`config.mk`:
```
export PLATFORM = sky130hd
export DESIGN_NAME = decode_stage
export DESIGN_NICKNAME = d
export VERILOG_FILES = /design/src/rtl/rv_decode_pkg.sv /design/src/rtl/decode_comb.sv /design/src/rtl/decode_stage.sv
export SDC_FILE = /design/constraint.sdc
export NUM_CORES = 1
export LEC_CHECK = 0
export BUFFER_PORTS_ARGS = -buffer_cell sky130_fd_sc_hd__buf_2
export CORE_ASPECT_RATIO = 0.75
export CORE_UTILIZATION = 50
export CTS_CLUSTER_DIAMETER = 30
export CTS_CLUSTER_SIZE = 40
export DETAILED_ROUTE_END_ITERATION = 12
export PLACE_DENSITY = 0.78
export SYNTH_ARGS = -nofsm -noshare
export SYNTH_HDL_FRONTEND = slang
export SYNTH_HIERARCHICAL = 1
export SYNTH_SLANG_ARGS = --single-unit
```
`constraint.sdc`:
```
create_clock -name clk -period 15.3 [get_ports clk]
set_clock_uncertainty 0.05 [all_clocks]
set_input_delay 0.765 -clock clk [delete_from_list [all_inputs] [get_ports clk]]
set_output_delay 0.765 -clock clk [all_outputs]
set_load 0.02 [all_outputs]
```
`src/rtl/rv_decode_pkg.sv`:
```
// Shared decode definitions: opcodes, one-hot op indices, field bundle.
// Imported by decode_comb and decode_stage.
package rv_decode_pkg;

  localparam logic [6:0] OPC_R     = 7'b0110011;
  localparam logic [6:0] OPC_I     = 7'b0010011;
  localparam logic [6:0] OPC_LOAD  = 7'b0000011;
  localparam logic [6:0] OPC_JALR  = 7'b1100111;
  localparam logic [6:0] OPC_S     = 7'b0100011;
  localparam logic [6:0] OPC_B     = 7'b1100011;
  localparam logic [6:0] OPC_JAL   = 7'b1101111;
  localparam logic [6:0] OPC_LUI   = 7'b0110111;
  localparam logic [6:0] OPC_AUIPC = 7'b0010111;

  localparam int OP_ADD   = 0;
  localparam int OP_SUB   = 1;
  localparam int OP_XOR   = 2;
  localparam int OP_OR    = 3;
  localparam int OP_AND   = 4;
  localparam int OP_SLL   = 5;
  localparam int OP_SRL   = 6;
  localparam int OP_SRA   = 7;
  localparam int OP_SLT   = 8;
  localparam int OP_SLTU  = 9;
  localparam int OP_ADDI  = 10;
  localparam int OP_XORI  = 11;
  localparam int OP_ORI   = 12;
  localparam int OP_ANDI  = 13;
  localparam int OP_SLLI  = 14;
  localparam int OP_SRLI  = 15;
  localparam int OP_SRAI  = 16;
  localparam int OP_SLTI  = 17;
  localparam int OP_SLTIU = 18;
  localparam int OP_LB    = 19;
  localparam int OP_LH    = 20;
  localparam int OP_LW    = 21;
  localparam int OP_LBU   = 22;
  localparam int OP_LHU   = 23;
  localparam int OP_SB    = 24;
  localparam int OP_SH    = 25;
  localparam int OP_SW    = 26;
  localparam int OP_BEQ   = 27;
  localparam int OP_BNE   = 28;
  localparam int OP_BLT   = 29;
  localparam int OP_BGE   = 30;
  localparam int OP_BLTU  = 31;
  localparam int OP_BGEU  = 32;
  localparam int OP_JAL   = 33;
  localparam int OP_JALR  = 34;
  localparam int OP_LUI   = 35;
  localparam int OP_AUIPC = 36;
  localparam int OP_MUL   = 37;
  localparam int OP_REMU  = 44;

  localparam int OP_W_BASE = 37;

  typedef struct packed {
    logic [4:0] rs1;
    logic [4:0] rs2;
    logic [4:0] rd;
    logic       rs1_valid;
    logic       rs2_valid;
    logic       rd_valid;
    logic       illegal;
  } dec_fields_t;

endpackage

```
`src/rtl/decode_comb.sv`:
```
// Combinational RV32I(+M) decoder: instr -> fields, imm, one-hot op.
// Ports: instr in; fields, imm (XLEN, sign-extended), op (OP_W) out.
module decode_comb
  import rv_decode_pkg::*;
#(
  parameter int XLEN = 32,
  parameter int EN_M = 0,
  localparam int OP_W = OP_W_BASE + 8 * EN_M
) (
  input  logic [31:0]     instr,
  output dec_fields_t     fields,
  output logic [XLEN-1:0] imm,
  output logic [OP_W-1:0] op
);

  localparam logic [OP_W-1:0] ONE = 1;

  logic [6:0]  opc;
  logic [2:0]  f3;
  logic [6:0]  f7;
  logic [5:0]  f6;
  logic        sh_ok;
  logic        is_r, is_i, is_ld, is_jalr;
  logic        is_s, is_b, is_jal, is_lui, is_auipc;
  logic        has_rs1, has_rs2, has_rd;
  logic [31:0] imm32;
  int          sel;

  assign opc = instr[6:0];
  assign f3  = instr[14:12];
  assign f7  = instr[31:25];
  assign f6  = instr[31:26];

  // shamt[5] only exists on RV64
  assign sh_ok = (XLEN == 64) || !instr[25];

  assign is_r     = opc == OPC_R;
  assign is_i     = opc == OPC_I;
  assign is_ld    = opc == OPC_LOAD;
  assign is_jalr  = opc == OPC_JALR;
  assign is_s     = opc == OPC_S;
  assign is_b     = opc == OPC_B;
  assign is_jal   = opc == OPC_JAL;
  assign is_lui   = opc == OPC_LUI;
  assign is_auipc = opc == OPC_AUIPC;

  always_comb begin
    sel = -1;
    unique case (1'b1)
      is_r: begin
        if (f7 == 7'b0000000) begin
          case (f3)
            3'd0: sel = OP_ADD;
            3'd1: sel = OP_SLL;
            3'd2: sel = OP_SLT;
            3'd3: sel = OP_SLTU;
            3'd4: sel = OP_XOR;
            3'd5: sel = OP_SRL;
            3'd6: sel = OP_OR;
            3'd7: sel = OP_AND;
          endcase
        end else if (f7 == 7'b0100000) begin
          if (f3 == 3'd0) sel = OP_SUB;
          else if (f3 == 3'd5) sel = OP_SRA;
        end else if (EN_M != 0 && f7 == 7'b0000001) begin
          sel = OP_MUL + int'(f3);
        end
      end
      is_i: begin
        case (f3)
          3'd0: sel = OP_ADDI;
          3'd2: sel = OP_SLTI;
          3'd3: sel = OP_SLTIU;
          3'd4: sel = OP_XORI;
          3'd6: sel = OP_ORI;
          3'd7: sel = OP_ANDI;
          3'd1: if (f6 == 6'b0 && sh_ok) sel = OP_SLLI;
          3'd5: begin
            if (sh_ok && f6 == 6'b000000) sel = OP_SRLI;
            else if (sh_ok && f6 == 6'b010000) sel = OP_SRAI;
          end
        endcase
      end
      is_ld: begin
        case (f3)
          3'd0: sel = OP_LB;
          3'd1: sel = OP_LH;
          3'd2: sel = OP_LW;
          3'd4: sel = OP_LBU;
          3'd5: sel = OP_LHU;
          default: ;
        endcase
      end
      is_s: begin
        case (f3)
          3'd0: sel = OP_SB;
          3'd1: sel = OP_SH;
          3'd2: sel = OP_SW;
          default: ;
        endcase
      end
      is_b: begin
        case (f3)
          3'd0: sel = OP_BEQ;
          3'd1: sel = OP_BNE;
          3'd4: sel = OP_BLT;
          3'd5: sel = OP_BGE;
          3'd6: sel = OP_BLTU;
          3'd7: sel = OP_BGEU;
          default: ;
        endcase
      end
      is_jalr:  if (f3 == 3'd0) sel = OP_JALR;
      is_jal:   sel = OP_JAL;
      is_lui:   sel = OP_LUI;
      is_auipc: sel = OP_AUIPC;
      default: ;
    endcase
  end

  always_comb begin
    imm32 = '0;
    unique case (1'b1)
      is_i, is_ld, is_jalr:
        imm32 = {{20{instr[31]}}, instr[31:20]};
      is_s:
        imm32 = {{20{instr[31]}}, instr[31:25], instr[11:7]};
      is_b:
        imm32 = {{19{instr[31]}}, instr[31], instr[7],
                 instr[30:25], instr[11:8], 1'b0};
      is_jal:
        imm32 = {{11{instr[31]}}, instr[31], instr[19:12],
                 instr[20], instr[30:21], 1'b0};
      is_lui, is_auipc:
        imm32 = {instr[31:12], 12'b0};
      default: ;
    endcase
  end

  assign imm = XLEN'($signed(imm32));
  assign op  = (sel >= 0) ? (ONE << sel) : '0;

  assign has_rs1 = is_r | is_i | is_ld | is_jalr | is_s | is_b;
  assign has_rs2 = is_r | is_s | is_b;
  assign has_rd  = is_r | is_i | is_ld | is_jalr
                 | is_jal | is_lui | is_auipc;

  always_comb begin
    fields.illegal   = sel < 0;
    fields.rs1_valid = has_rs1;
    fields.rs2_valid = has_rs2;
    fields.rd_valid  = has_rd && !fields.illegal;
    fields.rs1 = has_rs1 ? instr[19:15] : 5'd0;
    fields.rs2 = has_rs2 ? instr[24:20] : 5'd0;
    fields.rd  = fields.rd_valid ? instr[11:7] : 5'd0;
  end

endmodule

```
`src/rtl/decode_stage.sv`:
```
// Registered decode stage with 2-entry skid buffer and flush.
// Ports: fetch in_* (valid/ready), execute out_* (valid/ready), flush.
module decode_stage
  import rv_decode_pkg::*;
#(
  parameter int XLEN = 32,
  parameter int EN_M = 0,
  localparam int OP_W = OP_W_BASE + 8 * EN_M
) (
  input  logic            clk,
  input  logic            rst,
  input  logic            flush,
  input  logic            in_valid,
  output logic            in_ready,
  input  logic [31:0]     in_instr,
  input  logic [XLEN-1:0] in_pc,
  output logic            out_valid,
  input  logic            out_ready,
  output logic [XLEN-1:0] out_pc,
  output logic [4:0]      out_rs1,
  output logic [4:0]      out_rs2,
  output logic [4:0]      out_rd,
  output logic            out_rs1_valid,
  output logic            out_rs2_valid,
  output logic            out_rd_valid,
  output logic [XLEN-1:0] out_imm,
  output logic [OP_W-1:0] out_op,
  output logic            out_illegal
);

  dec_fields_t     dec_f, main_f, skid_f;
  logic [XLEN-1:0] dec_imm, main_imm, skid_imm;
  logic [OP_W-1:0] dec_op, main_op, skid_op;
  logic [XLEN-1:0] main_pc, skid_pc;
  logic            main_v, skid_v;
  logic            acc;

  decode_comb #(
    .XLEN (XLEN),
    .EN_M (EN_M)
  ) u_dec (
    .instr  (in_instr),
    .fields (dec_f),
    .imm    (dec_imm),
    .op     (dec_op)
  );

  assign in_ready = !skid_v;
  assign acc      = in_valid && !skid_v;

  always_ff @(posedge clk or posedge rst) begin
    if (rst) begin
      main_v   <= 1'b0;
      skid_v   <= 1'b0;
      main_f   <= '0;
      skid_f   <= '0;
      main_imm <= '0;
      skid_imm <= '0;
      main_op  <= '0;
      skid_op  <= '0;
      main_pc  <= '0;
      skid_pc  <= '0;
    end else if (flush) begin
      main_v <= 1'b0;
      skid_v <= 1'b0;
    end else if (!main_v || out_ready) begin
      // main is free this edge: skid drains first to keep FIFO order
      main_v <= skid_v || acc;
      if (skid_v) begin
        skid_v   <= 1'b0;
        main_f   <= skid_f;
        main_imm <= skid_imm;
        main_op  <= skid_op;
        main_pc  <= skid_pc;
      end else if (acc) begin
        main_f   <= dec_f;
        main_imm <= dec_imm;
        main_op  <= dec_op;
        main_pc  <= in_pc;
      end
    end else if (acc) begin
      skid_v   <= 1'b1;
      skid_f   <= dec_f;
      skid_imm <= dec_imm;
      skid_op  <= dec_op;
      skid_pc  <= in_pc;
    end
  end

  assign out_valid     = main_v;
  assign out_pc        = main_pc;
  assign out_rs1       = main_f.rs1;
  assign out_rs2       = main_f.rs2;
  assign out_rd        = main_f.rd;
  assign out_rs1_valid = main_f.rs1_valid;
  assign out_rs2_valid = main_f.rs2_valid;
  assign out_rd_valid  = main_f.rd_valid;
  assign out_imm       = main_imm;
  assign out_op        = main_op;
  assign out_illegal   = main_f.illegal;

endmodule

```
Word level (Yosys, flattened, before mapping):

Memory sizes are Yosys's and may differ from the RTL's.
Index checks and enable logic that the tools add are counted.

* flip-flop bits (word level): 242
* bits of input ports: 69
* ROM bits: 32
* logic and storage cells: 107
* memories kept: 1

Memories
* (no name shown): depth 8, bits a word 4, read ports 1, clocked after Yosys merged registers in 0, write ports 0, line decode_comb.sv:52 `case (f3)`

* $lt $le $gt $ge: 2
* bitwise gates (word level): 12
* shift-type cells: 1
* reductions and logical operators: 20
* mux-type cells: 31
* equal/unequal tests: 18

Operator list (number)
* $mux 32: 12
* $pmux 32 s5: 2
* $pmux 32 s9: 1
* $pmux 32 s8: 1
* $pmux 32 s6: 1
* $mux 37: 3
* $pmux 32 s3: 1
* $mux 19: 2
* $shl 1x32->37 const A: 1
* $ge 32x1->1 const B: 1
* $lt 32x1->1 const B: 1
* $eq 7x6->1 const B: 4
* $eq 7x7->1 const B: 3
* $mux 5: 3
* $eq 7x5->1 const B: 2
* $eq 3x3->1 const B: 4
* $or 1x1->1: 10
* $eq 7x2->1 const B: 1
* $logic_not 7->1: 1
* $eq 3x2->1 const B: 2
* $eq 6x5->1 const B: 1
* $logic_not 6->1: 1
* $reduce_and 3->1: 2
* $mux 1: 5
* 10 further kinds: 19

Longest topological paths before layout:

Gate-level depths: netlist of the first run.

* depth after elaboration: 12
* gate-level depth with buffers: 12
* gate-level depth less buffers: 8

Cells and area by module:

Netlist of the first run, hierarchy kept.

By module, submodules not included
* decode_stage: area an instance 11085.6 um^2, times used 1, cells an instance 652, seq. area each 6055.8 um^2
* decode_comb: area an instance 1983.2 um^2, times used 1, cells an instance 262, seq. area each 0.0 um^2

Worst setup path before layout of the first run:

Ideal clock, no wire load.

* path kind: in2reg
* start point: input in_instr[3]
* end point: register main_op[30] (netlist: out_op[30])
* arrival: 3.099 ns
* data required time: 15.125 ns
* setup time: 0.125 ns
* setup slack: 12.026 ns
* stages: 10
* cell sequence: buf_2 > or3b_4 > or3_4 > a21oi_1 > nor4b_2 > o21ai_1 > buf_4 > nor4b_1 > mux2_2 > mux2_2

* cells in the longest elaborated chain, start to end: 6
* elaborated cells on any way between the ends: 15
* classes of those cells: 1 x order compare; 9 x eq/ne; 1 x shift; 4 x mux

Ends and longest elaborated chain
* start: declaration: line decode_stage.sv:15 `input logic [31:0] in_instr,`
* $eq 7x5->1, or another cell as far along: line decode_comb.sv:45 `assign is_auipc = opc == OPC_AUIPC;`
* $pmux 32 s9 (*): line decode_comb.sv:49 `unique case (1'b1)`
* $ge 32x1->1 or $shl 1x32->37 (tied branches): line decode_comb.sv:141 `assign op = (sel >= 0) ? (ONE << sel) : '0;`
* $mux 37 (*): line decode_comb.sv:141
* named net dec_op[30]: line decode_stage.sv:33 `logic [OP_W-1:0] dec_op, main_op, skid_op;`
* $mux 37 (*): line decode_stage.sv:75 `end else if (acc) begin`
* $mux 37 (*): line decode_stage.sv:69 `if (skid_v) begin`
* end signal: assignment: line decode_stage.sv:73 `main_op <= skid_op;`
* end signal: assignment: line decode_stage.sv:78 `main_op <= dec_op;`
* end: declaration: line decode_stage.sv:33

The timed path passes the listed nets; every way through them passes the cells marked *. The select of a mux whose other input is x is not followed.
A chain may end at the register's enable or synchronous reset.

Worst setup path in the final report of the first run:

* start point: input in_instr[4]
* end point: register main_op[13] (netlist: out_op[13])

The elaborated chain is that of the path after synthesis.

==> metrics.txt, run 1 <==
# TYPE chip_impl_metric gauge
chip_impl_info{name="synth_area_leader_cell",value="dfrtp_1"} 1
chip_impl_metric{name="htree_levels",unit=""} 2
chip_impl_metric{name="drcViolationCount",unit=""} 0
chip_impl_metric{name="synth_seq_cells",unit=""} 242
chip_impl_metric{name="dp_slack",unit="ns"} 10.78
chip_impl_info{name="crit_path_capture_type",value="flip-flop"} 1
chip_impl_metric{name="gr-total-overflow",unit=""} 0
chip_impl_metric{name="cts.clk_slew.worst_paths",unit="ns"} 0.05
chip_impl_info{name="worstSetupEndpoint",value="out_op[13]"} 1
chip_impl_metric{name="number_of_nets_still_failing_antenna_checks_after_routing",unit=""} 0
chip_impl_metric{name="tritoncts.num_buffers",unit=""} 47
chip_impl_metric{name="postCtsSetupRepairBufs",unit=""} 0
chip_impl_info{name="slowest_stage",value="a21oi_1"} 1
chip_impl_metric{name="vias_in_the_first_global_route",unit=""} 8808
chip_impl_metric{name="final.period_utilization",unit="%"} 26.6
chip_impl_metric{name="dp_hpwl",unit="µm"} 19300
chip_impl_metric{name="fraction_of_layout_cells_with_a_size_suffix_above_1",unit="%"} 61.2
chip_impl_metric{name="fp.dieArea",unit="µm²"} 26800
chip_impl_info{name="worst_setup_path_start_kind",value="input port"} 1
chip_impl_metric{name="timing.final.crit_period",unit="ns"} 4.07
chip_impl_metric{name="io_buffer_count",unit=""} 190
chip_impl_metric{name="synth_enable_flop_cells",unit=""} 0
chip_impl_metric{name="syn2layout_area_growth",unit="%"} 19.2
chip_impl_info{name="status",value="finished, final reports clean"} 1
chip_impl_info{name="tritoncts_clock_tree",value="done"} 1
chip_impl_info{name="r2r_end",value="skid_op[36]"} 1
chip_impl_metric{name="synth-async-reset-ratio",unit="%"} 100
chip_impl_metric{name="vdd_drop_max",unit="mV"} 0.102
chip_impl_info{name="synth.top_cells.by_area",value="dfrtp_1 (46%), mux2_2 (20%), mux2_4 (15%)"} 1
chip_impl_info{name="launching_point_of_the_worst_reg2reg_path",value="skid_v"} 1
chip_impl_metric{name="r2r_slack",unit="ns"} 12.06
chip_impl_metric{name="syn-instance-count",unit=""} 914
chip_impl_metric{name="synth_fp_nets",unit=""} 983
chip_impl_metric{name="final_setup_violation_count",unit=""} 0
chip_impl_metric{name="post_synth_instance_area",unit="µm²"} 13100
chip_impl_metric{name="grt_util_all_layers",unit="%"} 23.2
chip_impl_metric{name="critical_path_required",unit="ns"} 15.65
chip_impl_metric{name="power.leakage",unit="nW"} 7.96
chip_impl_info{name="yosys_most_used_dff",value="dfrtp_1"} 1
chip_impl_metric{name="setup_tns",unit="ns"} 0
chip_impl_metric{name="antenna_found_initial",unit=""} 4
chip_impl_metric{name="cp_slowest_stage_delay",unit="ns"} 0.89
chip_impl_metric{name="gp_routability_congestion",unit=""} 0.871
chip_impl_metric{name="yosysUniqueCellTypes",unit=""} 75
chip_impl_metric{name="worst-r2r-cell-count",unit=""} 4
chip_impl_metric{name="yosys_warnings",unit=""} 6
chip_impl_info{name="rsz0062_at_grt",value="no"} 1
chip_impl_metric{name="critPathMaxFanout",unit=""} 16
chip_impl_info{name="clock-root-buffer",value="clkbuf_16"} 1
chip_impl_metric{name="top_level_ports",unit=""} 191
chip_impl_metric{name="cts_resized",unit=""} 0
chip_impl_metric{name="grt_start_max_net_pins",unit=""} 100
chip_impl_metric{name="global_route_wire_length_before_repair",unit="µm"} 49200
chip_impl_metric{name="clock_tree.buffer_depth",unit=""} 3
chip_impl_metric{name="synthDominantCellAreaShare",unit="%"} 46.3
chip_impl_metric{name="floorplan.rows",unit=""} 50
chip_impl_metric{name="layout_setup_ws",unit="ns"} 11.23
chip_impl_metric{name="hold_buffer_count_at_cts",unit=""} 0
chip_impl_metric{name="maxSlewViolCount",unit=""} 0
chip_impl_info{name="cp_cell_sequence",value="buf_2 > or3b_4 > a21oi_1 > nor3_1 > nor4b_2 > or3b_1 > nor4b_1 > mux2_2 > mux2_2"} 1
chip_impl_metric{name="avgSynthCellArea",unit="µm²"} 14.3
chip_impl_metric{name="wire_length_per_cell_after_detailed_routing",unit="µm"} 20.6
chip_impl_metric{name="max_slew.worst_pin.slew",unit="ns"} 1.15
chip_impl_metric{name="detail_route.iter0.violations",unit=""} 419
chip_impl_metric{name="avgViaCountPerCell",unit=""} 5.62
chip_impl_metric{name="drt_pass1_iterations",unit=""} 5
chip_impl_metric{name="cts.sinks",unit=""} 242
chip_impl_metric{name="floorplan.core_area",unit="µm²"} 25300
chip_impl_info{name="timing_worst_setup_path_type",value="in -> reg"} 1
chip_impl_metric{name="nNetsFinal",unit=""} 1160
chip_impl_info{name="hold_path.class",value="in -> async"} 1
chip_impl_info{name="cpMostUsedCell",value="mux2_2"} 1
chip_impl_metric{name="route.vias.total",unit=""} 8267
chip_impl_metric{name="max_cap_viol_count",unit=""} 0
chip_impl_metric{name="clock_latency",unit="ns"} 0.52
chip_impl_info{name="startpoint",value="in_instr[4]"} 1
chip_impl_metric{name="die_height",unit="µm"} 142
chip_impl_metric{name="relSlewSlack",unit="%"} 23.0
chip_impl_metric{name="design_power_total",unit="mW"} 1.99
chip_impl_metric{name="die_x",unit="µm"} 189
chip_impl_metric{name="detail_route.wirelength",unit="µm"} 30300
chip_impl_metric{name="cp.arrival",unit="ns"} 4.43
chip_impl_metric{name="synth.yosys.seq_area_share",unit="%"} 46.3
chip_impl_metric{name="power-per-cell-area",unit="nW/µm²"} 127
chip_impl_metric{name="final_hold_vio_count",unit=""} 0
chip_impl_metric{name="floorplan.initialDensity",unit="%"} 51.6
chip_impl_metric{name="top_achievable_clock_speed",unit="GHz"} 0.245
[worst min path at each step]
stage | start | end
global route | rst | out_pc[8]
CTS | rst | out_pc[8]
detailed placement | skid_imm[5] | skid_imm[5]
floorplan | skid_op[0] | skid_op[0]
finish | rst | skid_pc[8]
global placement | skid_op[9] | skid_op[9]
[worst max-delay path: cells and delay by family]
kind                   cells  cell delay [ns]
AO/OA/AOI/OAI              1             0.89
buffers and inverters      1             0.22
multiplexers               2             0.57
AND/OR/NAND/NOR            5             1.97
[Yosys cell counts, types with 7 or more instances]
cell and instances:
a21o_1 18, a21oi_1 11, and2_1 23, buf_2 17, buf_4 7, buf_6 33
clkbuf_1 7, dfrtp_1 242, mux2_2 230, mux2_4 130, nand2_1 13, nand2b_1 8
nor2_1 7, nor3_1 10, nor4_2 16, nor4b_1 12, o21ai_0 11
[flip-flops by register name, indices dropped and copies added, names as in the netlist]
signal         flops
skid_f            19
out_illegal        1
skid_pc           32
out_rs1            5
out_valid          1
out_rs1_valid      1
skid_op           37
skid_v             1
out_rd             5
out_op            37
out_imm           32
out_rs2_valid      1
out_rd_valid       1
out_rs2            5
out_pc            32
skid_imm          32
[cell type report]
| type | instances | area, µm² |
|---|---|---|
| Inverter | 6 | 30.0 |
| Multi-Input combinational cell | 595 | 6380 |
| Fill cell | 2033 | 9760 |
| Timing Repair Buffer | 199 | 1020 |
| Sequential cell | 242 | 6060 |
| Tap cell | 338 | 423 |
| Antenna cell | 2 | 5.00 |
| Clock buffer | 56 | 1270 |
| Clock inverter | 32 | 393 |
[where the power goes]
part | total [mW] | switching [mW] | internal, mW
logic | 0.202 | 0.105 | 0.0977
registers | 0.717 | 0.0275 | 0.689
clock network | 1.07 | 0.352 | 0.714
[through the flow]
stage          std cells  util [%]  hold WS, ns  cell area [µm²]
4_1_cts             1468      61.5        0.318            15600
2_1_floorplan        914         -        0.424            13100
3_5_place_dp        1380      54.9        0.437            13900
5_1_grt             1468      61.5        0.358            15600
3_3_place_gp        1380      54.9        0.431            13900
6_report            1470      61.5        0.303            15600
[metal layers]
metal | routed length, µm | GRT usage, % | vias to the layer above
met5 | 17 | 0 | -
met4 | 342 | 5.52 | 2
met3 | 1860 | 5.70 | 33
met2 | 13500 | 34.6 | 258
met1 | 14600 | 33.9 | 4242
li1 | - | - | 3732
[cell families (layout without fill, tap and decap cells)]
| kind of cell | count (synthesis) | in the layout | synth area share [%] |
|---|---|---|---|
| compound gates | 78 | 78 | 4.37 |
| xor+xnor | 1 | 1 | 0.0670 |
| buf+inv | 77 | 293 | 5.11 |
| flops | 242 | 242 | 46.3 |
| mux | 361 | 361 | 34.8 |
| other cells | 0 | 2 | 0 |
| simple gates | 155 | 155 | 9.28 |
[cell usage in the layout, fill, tap and decap left out, types with 3 or more instances in the layout]
cell | netlist | layout
bufinv_16 | 0 | 7
a21oi_1 | 11 | 11
o21ai_0 | 11 | 11
a311oi_1 | 3 | 3
mux2_2 | 230 | 230
a22o_1 | 5 | 5
or2_1 | 3 | 3
o21ai_1 | 3 | 3
and3_1 | 5 | 5
mux2_4 | 130 | 130
dfrtp_1 | 242 | 241
o21a_1 | 4 | 4
clkinvlp_4 | 0 | 8
nor2b_1 | 4 | 4
nor4b_1 | 12 | 12
nand3_1 | 5 | 4
clkinv_2 | 0 | 7
buf_4 | 7 | 9
nand2b_1 | 8 | 8
nor4b_2 | 4 | 4
nor4_1 | 6 | 6
clkbuf_16 | 0 | 47
or3_1 | 5 | 5
buf_2 | 17 | 190
inv_6 | 0 | 5
nor3_1 | 10 | 10
nand3b_1 | 4 | 4
a21o_1 | 18 | 18
clkbuf_1 | 7 | 3
nand2_1 | 13 | 13
inv_1 | 6 | 5
and2_1 | 23 | 23
nor2_1 | 7 | 7
nor4_2 | 16 | 16
clkbuf_8 | 0 | 6
clkinv_4 | 0 | 5
Note: power is estimated with default switching activity, not from simulation.
==> run 2, diff against run 1 <==
==> constraint.sdc (replaced) <==
create_clock -name clk -period 3.95 [get_ports clk]
set_clock_uncertainty 0.05 [all_clocks]
set_input_delay 0.1975 -clock clk [delete_from_list [all_inputs] [get_ports clk]]
set_output_delay 0.1975 -clock clk [all_outputs]
set_load 0.02 [all_outputs]
==> metrics.txt, run 2 (same netlist as run 1, synthesis figures left out) <==
# TYPE chip_impl_metric gauge
chip_impl_metric{name="clock_power_share",unit="%"} 52.3
chip_impl_metric{name="syn2layout_area_growth",unit="%"} 23.0
chip_impl_metric{name="max_slew.worst_pin.slew",unit="ns"} 0.939
chip_impl_metric{name="die_x",unit="µm"} 189
chip_impl_metric{name="floorplan.initialDensity",unit="%"} 51.6
chip_impl_metric{name="r2r_slack",unit="ns"} 1.86
chip_impl_info{name="crit_path_capture_type",value="flip-flop"} 1
chip_impl_metric{name="setup_tns",unit="ns"} 0
chip_impl_metric{name="global_route_wire_length_before_repair",unit="µm"} 51100
chip_impl_metric{name="cts.clk_slew.worst_paths",unit="ns"} 0.05
chip_impl_metric{name="stdcell_count",unit=""} 1516
chip_impl_metric{name="vias_in_the_first_global_route",unit=""} 9207
chip_impl_metric{name="fraction_of_layout_cells_with_a_size_suffix_above_1",unit="%"} 59.2
chip_impl_metric{name="critPathBufInv",unit=""} 1
chip_impl_metric{name="drcViolationCount",unit=""} 0
chip_impl_metric{name="grt_util_all_layers",unit="%"} 23.9
chip_impl_info{name="worst_setup_path_start_kind",value="input port"} 1
chip_impl_metric{name="antenna_found_initial",unit=""} 3
chip_impl_metric{name="timing.final.crit_period",unit="ns"} 2.76
chip_impl_metric{name="floorplan.rows",unit=""} 50
chip_impl_metric{name="power.leakage",unit="nW"} 8.17
chip_impl_metric{name="detail_route.iter0.violations",unit=""} 559
chip_impl_info{name="hold_path.class",value="in -> reg"} 1
chip_impl_metric{name="seqPwrFrac",unit="%"} 36.6
chip_impl_metric{name="hold_path_depth",unit=""} 3
chip_impl_metric{name="avgViaCountPerCell",unit=""} 5.60
chip_impl_metric{name="cp.arrival",unit="ns"} 3.16
chip_impl_metric{name="top_level_ports",unit=""} 191
chip_impl_info{name="rsz0062_at_grt",value="no"} 1
chip_impl_metric{name="power.switching_fraction",unit="%"} 24.9
chip_impl_metric{name="max_cap_viol_count",unit=""} 0
chip_impl_metric{name="power.combinational.fraction",unit="%"} 11.0
chip_impl_info{name="r2r_end",value="skid_op[13]"} 1
chip_impl_metric{name="dp_hpwl",unit="µm"} 19700
chip_impl_metric{name="gr-total-overflow",unit=""} 0
chip_impl_metric{name="number_of_nets_still_failing_antenna_checks_after_routing",unit=""} 0
chip_impl_metric{name="postCtsSetupRepairBufs",unit=""} 0
chip_impl_info{name="min-delay-start",value="in_instr[16]"} 1
chip_impl_metric{name="critPathMaxFanout",unit=""} 20
chip_impl_metric{name="number_of_placed_instances_with_taps_included",unit=""} 1390
chip_impl_metric{name="final_setup_violation_count",unit=""} 0
chip_impl_info{name="timing_worst_setup_path_type",value="in -> reg"} 1
chip_impl_info{name="worst_hold_path.endpoint",value="skid_imm[16]"} 1
chip_impl_info{name="status",value="finished, final reports clean"} 1
chip_impl_metric{name="p_switching",unit="mW"} 1.89
chip_impl_metric{name="maxSlewViolCount",unit=""} 0
chip_impl_metric{name="clock_latency",unit="ns"} 0.53
chip_impl_metric{name="top_achievable_clock_speed",unit="GHz"} 0.363
chip_impl_metric{name="vdd_drop_max",unit="mV"} 0.433
chip_impl_metric{name="cp_slowest_stage_delay",unit="ns"} 0.63
chip_impl_metric{name="tritoncts.num_buffers",unit=""} 45
chip_impl_metric{name="relSlewSlack",unit="%"} 37.3
chip_impl_info{name="tritoncts_clock_tree",value="done"} 1
chip_impl_metric{name="power-per-cell-area",unit="nW/µm²"} 472
chip_impl_metric{name="die_height",unit="µm"} 142
chip_impl_metric{name="io_buffer_count",unit=""} 190
chip_impl_metric{name="clock_tree.buffer_depth",unit=""} 3
chip_impl_metric{name="final_hold_vio_count",unit=""} 0
chip_impl_metric{name="htree_levels",unit=""} 2
chip_impl_info{name="slowest_stage",value="nor4b_1"} 1
chip_impl_metric{name="layout_setup_ws",unit="ns"} 1.19
chip_impl_metric{name="drt_pass1_iterations",unit=""} 5
chip_impl_info{name="timing.critical_path.max_delay_family",value="simple AND/OR/NAND/NOR gates"} 1
chip_impl_metric{name="worst-r2r-cell-count",unit=""} 4
chip_impl_metric{name="nNetsFinal",unit=""} 1209
chip_impl_metric{name="cts_resized",unit=""} 0
chip_impl_metric{name="gp_routability_congestion",unit=""} 0.906
chip_impl_metric{name="detail_route.wirelength",unit="µm"} 31400
chip_impl_metric{name="wire_length_per_cell_after_detailed_routing",unit="µm"} 20.7
chip_impl_metric{name="dp_slack",unit="ns"} 0.759
chip_impl_metric{name="grt_start_max_net_pins",unit=""} 115
chip_impl_metric{name="cts.sinks",unit=""} 242
chip_impl_info{name="clock-root-buffer",value="clkbuf_16"} 1
chip_impl_info{name="launching_point_of_the_worst_reg2reg_path",value="skid_v"} 1
chip_impl_metric{name="p_int",unit="mW"} 5.69
chip_impl_metric{name="critical_path_required",unit="ns"} 4.35
chip_impl_info{name="commonest_non_fill_non_tap_cell_in_the_layout",value="dfrtp_1"} 1
chip_impl_info{name="mostFrequentLayoutCells",value="dfrtp_1 (241), mux2_2 (230), buf_2 (190)"} 1
chip_impl_metric{name="final.period_utilization",unit="%"} 69.8
chip_impl_metric{name="route.vias.total",unit=""} 8485
chip_impl_info{name="cp_cell_sequence",value="buf_2 > and4bb_4 > and3_4 > a32o_2 > nor4_2 > nand3_2 > nor4b_1 > mux2_2 > mux2_4"} 1
chip_impl_metric{name="fp.dieArea",unit="µm²"} 26800
chip_impl_metric{name="hold_buffer_count_at_cts",unit=""} 41
chip_impl_metric{name="floorplan.core_area",unit="µm²"} 25300
-- run 2: power groups by stage --
| stage | Combinational (mW) | Sequential (mW) | Clock [mW] |
|---|---|---|---|
| after floorplan | 0.490 | 2.88 | 0 |
| after global placement | 0.787 | 2.80 | 0 |
| after detailed placement | 0.804 | 2.80 | 0 |
| after CTS | 0.835 | 2.77 | 4.03 |
| after global routing | 0.897 | 2.80 | 4.17 |
| final | 0.838 | 2.78 | 3.97 |
-- run 2: how the worst max path moves through the flow --
stage / from / to / slack [ns] / depth (start not counted)
after CTS: in_instr[2] / out_op[28] / 1.24 / 9
final: in_instr[2] / out_op[28] / 1.19 / 9
after detailed placement: in_instr[2] / out_op[20] / 0.76 / 9
after global placement: in_instr[4] / out_op[29] / 0.82 / 9
after global routing: in_instr[6] / out_op[4] / 1.05 / 10
after floorplan: rst / out_illegal / 0.53 / 1
-- run 2: area by class of cell --
| cell class | count | area, µm² |
|---|---|---|
| Clock buffer | 60 | 1300 |
| Clock inverter | 23 | 293 |
| Multi-Input combinational cell | 595 | 6380 |
| Sequential cell | 242 | 6060 |
| Inverter | 6 | 26.3 |
| Tap cell | 338 | 423 |
| Timing Repair Buffer | 250 | 1580 |
| Fill cell | 1896 | 9270 |
| Antenna cell | 2 | 5.00 |
-- run 2: per-stage QoR --
stage | utilization, % | hold WS [ns] | power [mW] | instance area, µm²
after floorplan | - | 0.211 | 3.37 | 13100
after global placement | 55.5 | 0.383 | 3.58 | 14100
after detailed placement | 55.5 | 0.396 | 3.60 | 14100
after CTS | 63.4 | 0.00248 | 7.64 | 16100
after global routing | 63.4 | 0.00926 | 7.86 | 16100
final | 63.4 | 0.0130 | 7.58 | 16100
-- run 2: per-layer routing --
metal | track usage, % | routed length [µm]
met2 | 37.1 | 14300
met5 | 0 | 16
met1 | 32.8 | 14400
met3 | 7.40 | 2260
met4 | 5.69 | 498
-- run 2: worst reg2reg max path: stages, from the launching register on --
cell	delay [ns]
dfrtp_4	0.51
nor2_1	0.11
nand3_4	0.21
buf_4	0.59
mux2_2	0.49
